$ cat config.mk
export PLATFORM = sky130hd
export DESIGN_NAME = bus_rx_endpoint
export DESIGN_NICKNAME = d
export VERILOG_FILES = /design/src/rtl/bus_rx_endpoint_pkg.sv /design/src/rtl/bus_fifo.sv /design/src/rtl/bus_rx_endpoint.sv
export SDC_FILE = /design/constraint.sdc
export NUM_CORES = 1
export LEC_CHECK = 0
export BUFFER_PORTS_ARGS = -buffer_cell sky130_fd_sc_hd__buf_2
export CORE_ASPECT_RATIO = 0.7
export CORE_MARGIN = 2
export CORE_UTILIZATION = 50
export DETAILED_ROUTE_END_ITERATION = 7
export GPL_TIMING_DRIVEN = 0
export HOLD_SLACK_MARGIN = 0.06
export MAX_ROUTING_LAYER = met4
export PLACE_DENSITY = 0.8
export SYNTH_ARGS = -nofsm -noshare
export SYNTH_HDL_FRONTEND = slang
export SYNTH_HIERARCHICAL = 1
export SYNTH_SLANG_ARGS = --single-unit
$ cat constraint.sdc
create_clock -name clk -period 2.64 [get_ports clk]
set_input_delay 0.396 -clock clk [delete_from_list [all_inputs] [get_ports clk]]
set_output_delay 0.396 -clock clk [all_outputs]
set_load 0.02 [all_outputs]
$ cat src/rtl/bus_rx_endpoint_pkg.sv
// bus_rx_endpoint_pkg: shared constants, types and helpers for the bus receive endpoint
// Contents: ID field width, broadcast ID, drop counter type, destination extraction.
package bus_rx_endpoint_pkg;
    localparam int    ID_BITS      = 8;
    localparam logic [ID_BITS-1:0] BROADCAST_ID = 8'hFF;
    typedef logic [7:0] drop_t;
    localparam drop_t DROP_MAX     = 8'hFF;
    // Destination ID sits in the top ID_BITS of a w-bit word, passed zero-extended.
    function automatic logic [ID_BITS-1:0] get_dest(input logic [63:0] word, input int w);
        return word[w-1 -: ID_BITS];
    endfunction
endpackage

$ cat src/rtl/bus_fifo.sv
// bus_fifo: first-word-fall-through FIFO that accepts a push while full if a pop happens in the same cycle
// Ports: clk, reset_n (async active-low); push/d_push write side; pop/d_pop read side
//        (d_pop zero when empty); count occupancy; full, empty flags.
module bus_fifo #(
    parameter int WIDTH = 16,
    parameter int DEPTH = 8
) (
    input  logic                   clk,
    input  logic                   reset_n,
    input  logic                   push,
    input  logic [WIDTH-1:0]       d_push,
    input  logic                   pop,
    output logic [WIDTH-1:0]       d_pop,
    output logic [$clog2(DEPTH):0] count,
    output logic                   full,
    output logic                   empty
);
    localparam int AW = $clog2(DEPTH);
    logic [WIDTH-1:0] r_mem [DEPTH];
    logic [AW-1:0]    r_wr;
    logic [AW-1:0]    r_rd;
    logic [AW:0]      r_cnt;
    logic             w_wr;
    logic             w_rd;
    assign empty = r_cnt == '0;
    assign full  = r_cnt == (AW+1)'(DEPTH);
    assign w_rd  = pop && !empty;
    // When full, the slot being read this cycle is the one being written.
    assign w_wr  = push && (!full || pop);
    assign count = r_cnt;
    assign d_pop = empty ? '0 : r_mem[r_rd];
    always_ff @(posedge clk or negedge reset_n)
        if (!reset_n) begin
            r_wr  <= '0;
            r_rd  <= '0;
            r_cnt <= '0;
        end else begin
            r_wr  <= w_wr ? r_wr + 1'b1 : r_wr;
            r_rd  <= w_rd ? r_rd + 1'b1 : r_rd;
            r_cnt <= r_cnt + {{AW{1'b0}}, w_wr} - {{AW{1'b0}}, w_rd};
        end
    always_ff @(posedge clk)
        if (w_wr) r_mem[r_wr] <= d_push;
endmodule

$ cat src/rtl/bus_rx_endpoint.sv
// bus_rx_endpoint: device-side bus receiver with destination-ID filter, FWFT buffer and overflow drop counter
// Ports: clk, reset_n (async active-low); push/d_push from bus; pop/d_pop/pndng to device;
//        full, count occupancy; drop_cnt saturating count of matching words lost to overflow.
module bus_rx_endpoint
    import bus_rx_endpoint_pkg::*;
#(
    parameter int          width   = 16,
    parameter int          devices = 4,
    parameter logic [7:0]  id      = 8'd0,
    parameter int          depth   = 8
) (
    input  logic                   clk,
    input  logic                   reset_n,
    input  logic                   push,
    input  logic [width-1:0]       d_push,
    input  logic                   pop,
    output logic [width-1:0]       d_pop,
    output logic                   pndng,
    output logic                   full,
    output logic [$clog2(depth):0] count,
    output drop_t                  drop_cnt
);
    logic [ID_BITS-1:0] w_dest;
    logic               w_match;
    logic               w_empty;
    drop_t              r_drop;
    assign w_dest  = get_dest(64'(d_push), width);
    // An out-of-range own ID can only ever receive broadcasts.
    assign w_match = push && ((int'(id) < devices && w_dest == id) || w_dest == BROADCAST_ID);
    assign pndng   = !w_empty;
    assign drop_cnt = r_drop;
    bus_fifo #(.WIDTH(width), .DEPTH(depth)) u_fifo (
        .clk    (clk),
        .reset_n(reset_n),
        .push   (w_match),
        .d_push (d_push),
        .pop    (pop),
        .d_pop  (d_pop),
        .count  (count),
        .full   (full),
        .empty  (w_empty)
    );
    always_ff @(posedge clk or negedge reset_n)
        if (!reset_n) r_drop <= '0;
        else if (w_match && full && !pop && r_drop != DROP_MAX) r_drop <= r_drop + 1'b1;
endmodule

==> metrics <==
Leak 2.567 nW; total wire length 12290 µm; CORE AREA 11640 µm²; CTS max path bufs 2; worst slew pin tran 0.7365 ns; sequential power share 37.7%; Die X 134.3 µm; combinational power share 30.8%; CTS Buf Count 17; post-synth top area share 64.66%; delay of the slowest critical-path stage 0.62 ns; global routing's busiest layer met2; internal power 0.004942 W; power share of the clock group 31.4%; post-route ant nets 0; Avg WL per Cell 22.76 µm; dominant cell type by area after synthesis edfxtp_1; Synthesis Warnings 6; Nets 400; min-delay worst type primary input to flop; Synth Register Bits 146; Mapped Area 5944 µm²; latest clock arrival within the worst-skew pair 0.41 ns; XOR/XNOR share of the synthesized area 1.621%; # DRC 0; critical path's slowest cell mux4_1; fin util 61.47%; Hold WS 0.2549 ns; Sw Share 29.83%; vias in the first global route 3110; Period minus WS final 2.563 ns; WS Path Type flop to primary output; critical path's top delay family multiplexers; layout cell share with drive strength beyond 1 36.55%; P_sw 0.002101 W; register area share after synthesis 72.24%; syn_nets 321; r2r setup slk 0.21 ns; mux cell area share after synthesis 13.64%; Syn Inst Count 291; FFs w/ async S/R, synth 12.33%; largest net degree at the start of global routing 19; starting density of the core 51.05%; final std cells w/o fill 540; I/O pin count 50; Iter 0 DRT Violations 326; Mapped Avg Cell Area 20.43 µm²; GP Congestion 0.7296; status finished clean; clk sink count 146; DR pass1 iterations 4; PD cells 984.0 nW/µm²; antenna violations before repair 0; clock root buffer master clkbuf_16; period utilization 97.08%; crit path cell chain buf_6, buf_8, mux4_1, a22o_1, buf_2; Synth Area in Adders 2.231%; final worst slack 0.07707 ns; PortBufs 49; Max VDD drop 0.5873 mV; global routing usage on met2 32.23%; ant diodes 0; number of max-cap violations 0; crit path launch type flop; GR Util met1 25.98%; Fin. Hold Viols 0; Pins Over Slew Limit 0; CTS tree yes; clock-pin slew on the worst setup and hold paths 0.06 ns; largest family of logic cells by synthesized area multiplexers; Layout area overhead 20.40%; Rows 33; Critical Path RT 2.24 ns; Setup Slack @ Placement -0.4477 ns; FMAX 390.2 MHz; HPWL after DPL 7407 µm; total track usage 20.58%; vias per std cell 5.941; compound-cell area share of the yosys netlist 4.125%; crit path capture type primary output; met3 GRT Util 5.476%; H-Tree Depth 4; Worst Skew 0.008079 ns; worst endpoint data arrival time 2.17 ns; total global routing overflow 0; Worst Path Max Fanout 10; Die Y 95.23 µm; Top FF cell, synth edfxtp_1; synth top area cells edfxtp_1 65%, mux4_2 8.7%, dfrtp_1 7.6%; first-pass GRT wire length 17650 µm; final setup violation count 0; vias after detailed routing 3208; Post-Synth Simple-Gate Area 3.768%; top-count cell post-synth edfxtp_1; setup repair after global routing missed its margin false; power after layout 0.007043 W; Buf/Inv on CP 3; post-placement cell count 504; top cells by count, synth 128 x edfxtp_1, 23 x mux4_2, 18 x dfrtp_1; Post-synth EDFFs 128; relative slew slack 50.53%; number of distinct library cells after synthesis 39; die area 12790 µm²
## logic make-up (layout without fill, tap and decap cells)
group	Yosys count	count (layout)
xor gates and xnor gates	11	11
and+or+nand+nor	37	37
adders and majority gates	10	10
buffers and inverters	23	115
muxes	37	37
DFF	146	146
AOI/OAI and AO/OA	27	27
## power by group through the flow
stage | registers [W] | clock network (W) | logic, W
global placement | 0.00268 | 0 | 0.00213
finish | 0.00266 | 0.00221 | 0.00217
detailed placement | 0.00269 | 0 | 0.00217
global route | 0.00267 | 0.00236 | 0.00232
CTS | 0.00265 | 0.00225 | 0.00219
floorplan | 0.00272 | 0 | 0.00153
## stage by stage
step                setup TNS [ns]  cell area, µm²
finish                           0            7157
global route                     0            7157
CTS                      -0.006591            7093
detailed placement          -33.10            6540
global placement           -149.18            6397
floorplan                   -15.22            5956
## area by class of cell
cell class	count	area, µm²
fill	813	4487
sequential	146	4294
multi-input combinational	122	1589
clock buffer	24	451.7
timing repair buffer	62	412.9
tap	157	196.4
clock inverter	8	86.33
buffer	10	85.08
inverter	11	41.29
## final timing paths
kind                       cells after the start                            to                        from
setup / recovery                               5                     d_pop[12]  u_fifo/r_rd[0]$_DFFE_PN0P_
hold / removal                                 1  u_fifo/r_mem[1][7]$_DFFE_PP_                   d_push[7]
setup reg to reg                              10     u_fifo/count[2]$_DFF_PN0_   u_fifo/count[2]$_DFF_PN0_
hold reg to reg                                1       drop_cnt[0]$_DFFE_PN0P_     drop_cnt[0]$_DFFE_PN0P_
max in group asynchronous                      2       drop_cnt[0]$_DFFE_PN0P_                     reset_n
min in group asynchronous                      2     u_fifo/count[2]$_DFF_PN0_                     reset_n
## metal layers
layer  share of wire, %  wire length (µm)
met1                 41              5010
met2                 49              6082
met3                7.7               951
met4                2.0               245
met5                  0                 0
## state kept, by name (all words and copies together) (netlist names)
register	flops
u_fifo/r_mem	128
drop_cnt	8
u_fifo/count	4
u_fifo/r_rd	3
u_fifo/r_wr	3
## repair_timing
action,4_1_cts,5_1_grt
setup endpoints to repair,25,57
setup buffers,0,5
hold buffers,1,0
pin swaps,1,2
hold endpoints to repair,18,0
resized for setup,5,7
## worst register-to-register path, delay by kind of cell (launching register included)
family | cells | cell delay, ns
XOR/XNOR | 1 | 0.14
flip-flops | 1 | 0.39
AND/OR/NAND/NOR | 2 | 0.66
adder cells (fa/ha/maj) | 4 | 0.93
buffers and inverters | 3 | 0.20
## placed cells by master, fill, tap and decap left out, types with 6 or more instances in the layout
cell type	instances
edfxtp_1	128
buf_8	9
mux4_2	23
dfrtp_1	18
inv_1	9
xor2_1	6
nand3_1	7
mux4_1	9
ha_1	9
buf_2	52
a22o_1	16
clkbuf_16	17
buf_4	6
clkbuf_1	7
Note: power is estimated with default switching activity, not from simulation.
